$ cat config.mk
export PLATFORM = sky130hd
export DESIGN_NAME = stream_write_buffer
export DESIGN_NICKNAME = d
export VERILOG_FILES = /design/src/rtl/stream_write_buffer.sv
export SDC_FILE = /design/constraint.sdc
export NUM_CORES = 1
export LEC_CHECK = 0
export BUFFER_PORTS_ARGS = -buffer_cell sky130_fd_sc_hd__buf_4
export CORE_MARGIN = 2
export CORE_UTILIZATION = 40
export CTS_CLUSTER_SIZE = 14
export DETAILED_ROUTE_END_ITERATION = 10
export PLACE_DENSITY = 0.67
export SLEW_MARGIN = 10
export SYNTH_ARGS = -nofsm -noshare
export SYNTH_HDL_FRONTEND = slang
export SYNTH_SLANG_ARGS = --single-unit
$ cat constraint.sdc
create_clock -name clk -period 5.2 [get_ports clk]
set_input_delay 0.52 -clock clk [delete_from_list [all_inputs] [get_ports clk]]
set_output_delay 0.52 -clock clk [all_outputs]
set_load 0.02 [all_outputs]
$ cat src/rtl/stream_write_buffer.sv
// Stream-to-SDRAM write buffer: FIFO of stream words drained as
// fixed-length write bursts at sequential word addresses.
module stream_write_buffer #(
  parameter int DEPTH_LOG2 = 4,
  parameter int BURST_LEN  = 8,
  parameter int ADDR_W     = 22
) (
  input  logic                  clk,
  input  logic                  n_rst,
  input  logic [31:0]           in_data,
  input  logic                  in_valid,
  output logic                  wr_req,
  input  logic                  wr_ack,
  output logic [ADDR_W-1:0]     wr_addr,
  output logic [31:0]           wr_data,
  input  logic                  wr_data_en,
  output logic [DEPTH_LOG2:0]   level,
  output logic                  overflow,
  output logic [31:0]           words_written
);

  localparam int DEPTH  = 1 << DEPTH_LOG2;
  localparam int LVL_W  = DEPTH_LOG2 + 1;
  localparam int BEAT_W = $clog2(BURST_LEN) + 1;

  localparam logic [LVL_W-1:0]  LVL_FULL  = LVL_W'(DEPTH);
  localparam logic [LVL_W-1:0]  LVL_BURST = LVL_W'(BURST_LEN);
  localparam logic [BEAT_W-1:0] BEAT_LAST = BEAT_W'(BURST_LEN - 1);
  localparam logic [ADDR_W-1:0] ADDR_STEP = ADDR_W'(BURST_LEN);

  typedef enum logic [1:0] {
    S_IDLE,
    S_REQ,
    S_BURST
  } state_t;

  state_t                state_q, state_d;
  logic [31:0]           mem [DEPTH];
  logic [DEPTH_LOG2-1:0] wr_ptr_q, wr_ptr_d;
  logic [DEPTH_LOG2-1:0] rd_ptr_q, rd_ptr_d;
  logic [LVL_W-1:0]      level_q, level_d;
  logic [BEAT_W-1:0]     beat_q, beat_d;
  logic [ADDR_W-1:0]     addr_q, addr_d;
  logic                  ovf_q, ovf_d;
  logic [31:0]           ww_q, ww_d;
  logic                  req_q, req_d;

  logic full;
  logic pop;
  logic push;

  // A pop in the same cycle frees a slot, so a full FIFO still accepts.
  always_comb begin
    full = (level_q == LVL_FULL);
    pop  = (state_q == S_BURST) && wr_data_en;
    push = in_valid && (!full || pop);
  end

  always_comb begin
    wr_ptr_d = wr_ptr_q;
    rd_ptr_d = rd_ptr_q;
    level_d  = level_q;
    ovf_d    = ovf_q;
    ww_d     = ww_q;
    if (push) begin
      wr_ptr_d = wr_ptr_q + DEPTH_LOG2'(1);
    end
    if (pop) begin
      rd_ptr_d = rd_ptr_q + DEPTH_LOG2'(1);
      ww_d     = ww_q + 32'd1;
    end
    unique case ({push, pop})
      2'b10:   level_d = level_q + LVL_W'(1);
      2'b01:   level_d = level_q - LVL_W'(1);
      default: level_d = level_q;
    endcase
    if (in_valid && !push) begin
      ovf_d = 1'b1;
    end
  end

  always_comb begin
    state_d = state_q;
    beat_d  = beat_q;
    addr_d  = addr_q;
    unique case (state_q)
      S_IDLE: begin
        if (level_q >= LVL_BURST) begin
          state_d = S_REQ;
        end
      end
      S_REQ: begin
        if (wr_ack) begin
          state_d = S_BURST;
          beat_d  = '0;
        end
      end
      S_BURST: begin
        if (pop) begin
          beat_d = beat_q + BEAT_W'(1);
          if (beat_q == BEAT_LAST) begin
            state_d = S_IDLE;
            addr_d  = addr_q + ADDR_STEP;
          end
        end
      end
      default: begin
        state_d = S_IDLE;
      end
    endcase
    req_d = (state_d == S_REQ);
  end

  always_ff @(posedge clk or negedge n_rst) begin
    if (!n_rst) begin
      state_q  <= S_IDLE;
      wr_ptr_q <= '0;
      rd_ptr_q <= '0;
      level_q  <= '0;
      beat_q   <= '0;
      addr_q   <= '0;
      ovf_q    <= 1'b0;
      ww_q     <= '0;
      req_q    <= 1'b0;
    end else begin
      state_q  <= state_d;
      wr_ptr_q <= wr_ptr_d;
      rd_ptr_q <= rd_ptr_d;
      level_q  <= level_d;
      beat_q   <= beat_d;
      addr_q   <= addr_d;
      ovf_q    <= ovf_d;
      ww_q     <= ww_d;
      req_q    <= req_d;
    end
  end

  // Storage is not reset; stale contents are never read after a reset.
  always_ff @(posedge clk) begin
    if (push) begin
      mem[wr_ptr_q] <= in_data;
    end
  end

  assign wr_req        = req_q;
  assign wr_addr       = addr_q;
  assign wr_data       = mem[rd_ptr_q];
  assign level         = level_q;
  assign overflow      = ovf_q;
  assign words_written = ww_q;

endmodule

==> results of run 1 <==
-- metrics by stage --
stage | worst slack (ps) | instance area [sq um] | util | hold slack [ps] | power [W]
6_report | 1442 | 26400 | 0.4710 | 37.00 | 0.01379
5_1_grt | 1142 | 26400 | 0.4709 | 96.14 | 0.01442
4_1_cts | 1306 | 26400 | 0.4709 | 65.62 | 0.01399
3_5_place_dp | 1874 | 24630 | 0.4393 | 461.8 | 0.01006
3_3_place_gp | 1904 | 24630 | 0.4393 | 460.1 | 0.01001
2_1_floorplan | 1241 | 22580 | - | 224.4 | 0.008489
-- worst reg2reg max path, cell delays in order, from the launching register on --
cell and delay (ps):
dfrtp_1 460, nand3b_4 320, a21boi_2 400, nand2_1 300, nor3_2 900, buf_4 460
-- flip-flops by register name, summed over array words and instances (netlist names) --
signal	cells
overflow	1
wr_addr	19
mem	512
state_q	2
beat_q	4
rd_ptr_q	4
wr_ptr_q	4
level	5
wr_req	1
words_written	32
-- worst paths after layout --
check                               endpoint  cells past startpoint  slack, ps        start
max reg2reg                       mem[2][21]                      5       2020   state_q[0]
max                              wr_data[24]                      5       1440  rd_ptr_q[0]
min in group clk                    overflow                      2        200     in_valid
max in group asynchronous        rd_ptr_q[0]                      1       4430        n_rst
min                        words_written[24]                      1         40        n_rst
min reg2reg                      wr_addr[21]                      1        480  wr_addr[21]
-- cells by family after synthesis --
logic type,Yosys count,share of synthesized area
AOI/OAI and AO/OA,78,0.02561
other,1,0.0001661
adders and majority gates,12,0.006984
xor gates and xnor gates,60,0.02361
muxes,133,0.1301
buffers and inverters,66,0.01225
and+or+nand+nor,181,0.04035
DFF,584,0.7609
-- layer usage --
| layer | share of wire | vias to the layer above |
|---|---|---|
| met5 | 0.0013 | - |
| met4 | 0.019 | 8 |
| met2 | 0.47 | 358 |
| met1 | 0.43 | 5833 |
| met3 | 0.079 | 72 |
| li1 | - | 4823 |
-- layout make-up --
class,instances,area (sq um)
clock buffer,67,1464
tap,756,945.9
clock inverter,36,306.5
antenna,1,2.502
sequential,584,17180
inverter,14,52.55
timing repair buffer,153,1186
fill,4592,29660
multi-input combinational,467,5261
-- power groups by stage --
| stage | Sequential [W] | Combinational [W] | Clock [W] |
|---|---|---|---|
| 2_1_floorplan | 0.00589 | 0.00260 | 0 |
| 3_3_place_gp | 0.00603 | 0.00397 | 0 |
| 3_5_place_dp | 0.00606 | 0.00400 | 0 |
| 4_1_cts | 0.00597 | 0.00401 | 0.00402 |
| 5_1_grt | 0.00602 | 0.00421 | 0.00419 |
| 6_report | 0.00596 | 0.00391 | 0.00392 |
-- layout by cell type (no fill, tap or decap), types with 3 or more instances in the layout --
cell / count
and3_1: 6
clkinvlp_4: 3
nand2b_1: 3
conb_1: 3
xnor2_1: 37
and2_1: 4
nand4_1: 17
nor2_4: 13
nand3_1: 7
edfxtp_1: 512
a22oi_1: 64
bufinv_16: 4
clkinv_1: 15
nor3_1: 7
dfrtp_1: 70
buf_4: 150
mux4_2: 128
a21oi_1: 4
clkinv_2: 8
buf_12: 3
clkbuf_16: 57
nor3_2: 4
nand2_1: 75
and4_1: 3
xor2_1: 22
clkbuf_1: 10
ha_1: 11
nor3b_1: 3
inv_1: 14
nor2_1: 22
mux2_2: 3
==> flow_summary.json, run 1 <==
{
  "crit_path_end_kind": "output pin",
  "wirelength_mm": 48.00,
  "grt_use_met3": 0.04739,
  "clock_skew_ps": 10.55,
  "clock-sinks": 584,
  "synth_edf_count": 512,
  "row_count": 87,
  "clkPwrFrac": 0.284,
  "ant_nets": 0,
  "cts_resized": 0,
  "power_density_nw_per_um2": 522.2,
  "clkSlewWorstSetupHoldPaths_ps": 60,
  "nets": 1325,
  "area_growth_pct": 16.97,
  "cts.htree.levels": 2,
  "port-buffer-count": 126,
  "slew-limit-headroom": 0.2567,
  "cts_buffers": 56,
  "synth.most_common_cell": "edfxtp_1",
  "first_pass_iters": 5,
  "clock.fmax_mhz": 266.1,
  "final.period_utilization": 0.7228,
  "synth_top_area_frac": 0.6811,
  "grtUsageMet2": 0.2639,
  "worstPathCellList": "buf_4 > mux4_2 > a22oi_1 > nand2_1 > buf_4",
  "cp_max_fo": 40,
  "synth_area_sq_um": 22570,
  "grt.busiest_layer": "met2",
  "die-area_sq_um": 58350,
  "irDropWorstVdd_v": 0.0003037,
  "pwr-share-comb": 0.284,
  "setup-violations-final": 0,
  "post_drt_wl_per_cell_um": 23.10,
  "cp-start-kind": "flip-flop",
  "layout_min_cycle_time_ps": 3758,
  "grt_setup_unrepaired": "no",
  "grt_usage": 0.1663,
  "drc": 0,
  "initial_core_util": 0.4027,
  "cts_root_buffer": "clkbuf_16",
  "synthFlopType": "edfxtp_1",
  "finalMaxSlewViolations": 0,
  "critPathMostFrequentCell": "buf_4",
  "coreArea_sq_um": 56060,
  "yosys-top-cells-area": "edfxtp_1, mux4_2, dfrtp_1, a22oi_1, xnor2_1",
  "maxCapViolCount": 0,
  "cp.arrival_ps": 3240,
  "post_cts_buffers": 0,
  "run_status": "completed",
  "hold_viol": 0,
  "clk_path_buf_depth": 3,
  "crit_type": "flip-flop to output pin",
  "die_h_um": 241.6,
  "place_congestion": 0.7367,
  "pin_count": 130,
  "grt_pass1_wl_mm": 73.19,
  "dp.cells": 1974,
  "yosysSeqAreaShare": 0.7609,
  "hpwl_mm": 26.80,
  "fp.dieW_um": 241.6,
  "cpPeakStageDelay_ps": 970,
  "ys_types": 50,
  "crit_family": "flip-flops",
  "synthArstFlopShare": 0.1233,
  "overflow": 0,
  "p_seq_frac": 0.432,
  "netlist_instances": 1115,
  "synth_commonest_cells": "edfxtp_1, mux4_2, nand2_1, dfrtp_1, a22oi_1",
  "first_global_vias": 11750,
  "power_leakage_nw": 9.041,
  "vias": 11090,
  "slowest_stage": "dfrtp_4",
  "ys_seq_elements": 584,
  "antenna_found_initial": 4,
  "drive_gt1_frac": 0.2975,
  "tightest_slew_ps": 1115,
  "switching_share": 0.3075,
  "hold_path.class": "primary input to async pin",
  "grt_max_degree": 99,
  "required_ps": 4680,
  "power_switching_w": 0.004239,
  "setup_tns_ps": 0,
  "syn_area_per_cell_sq_um": 20.24,
  "cts_tree": "done",
  "clkLatencyLatePin_ps": 610,
  "drt_iter0_markers": 976,
  "path_buf_inv": 2,
  "final_cells": 2078,
  "use_met1": 0.2286,
  "synth_warnings": 0,
  "post_drt_via_cell_ratio": 5.339,
  "p_int_w": 0.009548,
  "cts_hold_buffers": 0,
  "yosysTopAreaCell": "edfxtp_1"
}
No activity file was read; power rests on OpenSTA's default activity.
==> run 2, diff against run 1 <==
Settings changed: PLACE_DENSITY 0.67 to 0.69.
Clock period 5.2 ns to 3.4 ns, I/O delays scaled along.
==> flow_summary.json, run 2 (same netlist as run 1, synthesis figures left out) <==
{
  "required_ps": 3060,
  "grt_max_degree": 73,
  "initial_core_util": 0.4027,
  "post_drt_wl_per_cell_um": 22.23,
  "grt_setup_unrepaired": "no",
  "crit_path_start": "rd_ptr_q[0]",
  "reg2reg_from": "state_q[0]",
  "cp_max_fo": 60,
  "clkLatencyLatePin_ps": 630,
  "layout_min_cycle_time_ps": 3117,
  "nFillCells": 4568,
  "pwr-share-comb": 0.284,
  "cts_tree": "done",
  "post_drt_via_cell_ratio": 5.268,
  "power_density_nw_per_um2": 804.4,
  "wirelength_mm": 47.05,
  "crit_path_end_kind": "output pin",
  "multi_input_area_sq_um": 5286,
  "maxCapViolCount": 0,
  "drive_gt1_frac": 0.3032,
  "antenna_found_initial": 3,
  "r2r_cells": 5,
  "grt_pass1_wl_mm": 73.02,
  "die-area_sq_um": 58350,
  "coreArea_sq_um": 56060,
  "hold_viol": 0,
  "finalMaxSlewViolations": 0,
  "fp.dieW_um": 241.6,
  "area_growth_pct": 19.61,
  "cp-start-kind": "flip-flop",
  "clock-sinks": 584,
  "first_pass_iters": 7,
  "clock.fmax_mhz": 320.8,
  "post_cts_buffers": 0,
  "crit_type": "flip-flop to output pin",
  "setup-violations-final": 0,
  "clkSlewWorstSetupHoldPaths_ps": 60,
  "overflow": 0,
  "critical_path.endpoint": "wr_data[13]",
  "rr_endpoint": "mem[8][21]",
  "irDropWorstVdd_v": 0.0005202,
  "vias": 11150,
  "hold_path.class": "primary input to flip-flop",
  "fin_hold_ws_ps": 22.75,
  "slew-limit-headroom": 0.3804,
  "reg2reg_slack_ps": 680,
  "clkPwrFrac": 0.301,
  "ant_nets": 0,
  "tightest_slew_ps": 929.4,
  "run_status": "completed",
  "setup_tns_ps": 0,
  "final.period_utilization": 0.9168,
  "postPlaceCellArea_sq_um": 24770,
  "cp.arrival_ps": 2780,
  "final_cell_mix": "edfxtp_1, buf_4, mux4_2, nand2_1, dfrtp_1",
  "grt_usage": 0.1634,
  "drt_iter0_markers": 899,
  "nets": 1361,
  "hold_start": "in_data[17]",
  "clk_path_buf_depth": 3,
  "largest_register_ffs": 512,
  "switching_share": 0.3027,
  "power_switching_w": 0.006573,
  "place_congestion": 0.7721,
  "hpwl_mm": 27.46,
  "cts_root_buffer": "clkbuf_16",
  "power_leakage_nw": 9.308,
  "port-buffer-count": 126,
  "layout_commonest_cell": "edfxtp_1",
  "drc": 0,
  "cts_buffers": 58,
  "p_int_w": 0.01514,
  "first_global_vias": 12030,
  "pin_count": 130,
  "final_cell_area_sq_um": 27000,
  "row_count": 87,
  "p_seq_frac": 0.415,
  "cts.htree.levels": 2,
  "die_h_um": 241.6,
  "top_register": "mem",
  "clock_skew_ps": 15.39,
  "seq_area_sq_um": 17180
}
[run 2: changes by cell type in the layout (fill, tap and decap cells not counted), sizes merged]
cell         delta
dlygate4sd3    +26
buf             +8
bufinv          +5
inv             -1
[run 2: area by class of cell]
| type | instances | share of cell area |
|---|---|---|
| inverters | 14 | 0.001946 |
| clock buffers | 67 | 0.05501 |
| multi-input cells | 467 | 0.1958 |
| repair buffers | 187 | 0.05765 |
| clock inverters | 40 | 0.01798 |
| diodes | 1 | 0.00009269 |
| flip-flops and latches | 584 | 0.6365 |
| well taps | 756 | 0.03504 |
[run 2: how the worst min path moves through the flow]
stage | endpoint | slack (ps) | cells past startpoint
3_3_place_gp | words_written[31] | 460 | 1
6_report | mem[0][17] | 20 | 1
2_1_floorplan | beat_q[0] | 40 | 0
4_1_cts | mem[7][28] | 0.5 | 1
3_5_place_dp | words_written[31] | 460 | 1
5_1_grt | mem[1][29] | 20 | 1
[run 2: per-layer routing]
| layer | track usage | up-vias | wire length [um] |
|---|---|---|---|
| met3 | 0.04406 | 71 | 3354 |
| met2 | 0.2605 | 326 | 22690 |
| met1 | 0.2217 | 5849 | 19980 |
| met4 | 0.04677 | 4 | 989 |
| li1 | - | 4898 | - |
| met5 | 0 | - | 27 |
[run 2: critical path, stage by stage, from the launching register on]
cell     delay, ps
dfrtp_4        510
buf_12         430
mux4_2         580
a22oi_1        340
nand2_1        100
buf_4          170
[run 2: repair_timing]
action                                  4_1_cts  5_1_grt
resized for setup                             0        0
hold endpoints to repair                    398        0
endpoints found under the setup margin        0        0
hold buffers                                 26        0
[run 2: per-stage QoR]
step	power (W)	instances	setup WS, ps	util
after detailed placement	0.01542	1982	693.8	0.4418
after global routing	0.02271	2116	100.9	0.4816
after floorplan	0.01299	1117	297.3	-
final	0.02172	2116	283.0	0.4816
after CTS	0.02202	2115	198.3	0.4816
after global placement	0.01532	1982	750.8	0.4418
[run 2: power groups by stage]
stage / Clock [W] / Combinational, W / Sequential (W)
2_1_floorplan: 0 / 0.00398 / 0.00901
3_3_place_gp: 0 / 0.00622 / 0.00910
3_5_place_dp: 0 / 0.00627 / 0.00915
4_1_cts: 0.00669 / 0.00632 / 0.00901
5_1_grt: 0.00698 / 0.00666 / 0.00907
6_report: 0.00655 / 0.00617 / 0.00900
==> run 3, diff against run 2 <==
Settings changed: CORE_UTILIZATION 40 to 24, PLACE_DENSITY 0.69 to 0.51.
==> flow_summary.json, run 3 (same netlist as run 1, synthesis figures left out) <==
{
  "grt_pass1_wl_mm": 80.28,
  "clk_path_buf_depth": 3,
  "r2r_cells": 6,
  "coreArea_sq_um": 93330,
  "switching_share": 0.3118,
  "nets": 1360,
  "fp.dieW_um": 310.7,
  "run_status": "completed",
  "antenna_found_initial": 2,
  "cts_tree": "done",
  "critical_path.endpoint": "wr_data[18]",
  "crit_path_end_kind": "output pin",
  "power_leakage_nw": 9.417,
  "cp.arrival_ps": 2690,
  "setup-violations-final": 0,
  "grt_usage": 0.1108,
  "irDropWorstVdd_v": 0.0004614,
  "hold_viol": 0,
  "vias": 11220,
  "reg2reg_from": "level[3]",
  "ant_nets": 0,
  "row_count": 112,
  "first_pass_iters": 5,
  "drive_gt1_frac": 0.3206,
  "wirelength_mm": 53.84,
  "power_switching_w": 0.007033,
  "cts_root_buffer": "clkbuf_16",
  "clock_skew_ps": 17.19,
  "initial_core_util": 0.2419,
  "port-buffer-count": 126,
  "drt_iter0_markers": 799,
  "clkLatencyLatePin_ps": 600,
  "cts.htree.levels": 3,
  "cp_max_fo": 24,
  "post_drt_wl_per_cell_um": 20.57,
  "dr.max_layer_used": "met5",
  "layout_commonest_cell": "edfxtp_1",
  "p_int_w": 0.01553,
  "cts_buffers": 68,
  "hold_path.class": "primary input to flip-flop",
  "grt_max_degree": 73,
  "clock-sinks": 584,
  "p_seq_frac": 0.398,
  "pin_count": 130,
  "power_density_nw_per_um2": 810.3,
  "final_cell_mix": "edfxtp_1, buf_4, mux4_2, nand2_1, clkbuf_16",
  "top_register": "mem",
  "slew-limit-headroom": 0.3553,
  "crit_type": "flip-flop to output pin",
  "clock.fmax_mhz": 330.6,
  "layout_min_cycle_time_ps": 3025,
  "maxCapViolCount": 0,
  "met1_length_mm": 24.11,
  "die-area_sq_um": 96520,
  "setup_tns_ps": 0,
  "post_cts_buffers": 0,
  "largest_register_ffs": 512,
  "post_drt_via_cell_ratio": 4.289,
  "final.period_utilization": 0.8897,
  "crit_path_start": "rd_ptr_q[1]",
  "n_antenna_cell": 0,
  "fin_total_pwr_w": 0.02256,
  "clkPwrFrac": 0.310,
  "area_growth_pct": 23.33,
  "grt_setup_unrepaired": "no",
  "reg2reg_slack_ps": 860,
  "cts_hold_buffers": 2,
  "required_ps": 3060,
  "finalMaxSlewViolations": 0,
  "met3_length_mm": 2.968,
  "die_h_um": 310.7,
  "hpwl_mm": 32.92,
  "wl_met2_mm": 25.81,
  "rr_endpoint": "mem[11][4]",
  "drc": 0,
  "clkSlewWorstSetupHoldPaths_ps": 60,
  "first_global_vias": 11840,
  "tightest_slew_ps": 967.0,
  "cp-start-kind": "flip-flop",
  "overflow": 0,
  "cts_resized": 0,
  "place_congestion": 0.7254,
  "pwr-share-comb": 0.292
}
-- run 3: cell count changes in the layout (fill, tap and decap cells not counted), sizes merged --
cell / delta
dlygate4sd3: -24
bufinv: -6
clkbuf: +19
diode: -1
clkinv: +4
buf: +13
inv: -2
-- run 3: area by class of cell --
type	count	area [sq um]
Fill cell	9146	65490
Sequential cell	584	17180
Multi-Input combinational cell	467	5286
Clock buffer	86	1854
Timing Repair Buffer	176	1589
Tap cell	1254	1569
Clock inverter	36	304.0
Inverter	14	52.55
-- run 3: stage by stage --
stage	hold WS, ps	utilization	std cells	worst slack (ps)	cell area [sq um]
after detailed placement	465.8	0.2749	2493	833.9	25660
after floorplan	44.41	-	1117	297.3	22600
after CTS	12.55	0.2983	2617	274.8	27840
final	52.56	0.2983	2617	375.0	27840
after global placement	463.4	0.2749	2493	874.1	25660
after global routing	34.06	0.2983	2617	203.6	27840
-- run 3: critical path, stage by stage, from the launching register on --
cell and delay, ps:
dfrtp_4 680, buf_4 450, mux4_2 370, a22oi_1 280, nand2_1 110, buf_4 170
-- run 3: worst min path at each step --
stage	startpoint	endpoint	slack, ps	cells past startpoint
finish	in_data[15]	mem[14][15]	50	1
global route	in_data[15]	mem[10][15]	30	1
CTS	in_data[30]	mem[13][30]	10	1
detailed placement	words_written[31]	words_written[31]	470	1
global placement	words_written[31]	words_written[31]	460	1
floorplan	n_rst	beat_q[0]	40	0
-- run 3: power groups by stage --
| stage | Clock [W] | Sequential [W] | Combinational (W) |
|---|---|---|---|
| after global routing | 0.00753 | 0.00906 | 0.00715 |
| after floorplan | 0 | 0.00901 | 0.00398 |
| after detailed placement | 0 | 0.00914 | 0.00680 |
| after CTS | 0.00724 | 0.00900 | 0.00683 |
| final | 0.00699 | 0.00899 | 0.00658 |
| after global placement | 0 | 0.00911 | 0.00682 |
-- run 3: layer usage --
layer  track usage  vias up
li1              -     4925
met5             0        -
met2        0.1786      279
met1        0.1507     5938
met4       0.02942        4
met3       0.02493       78
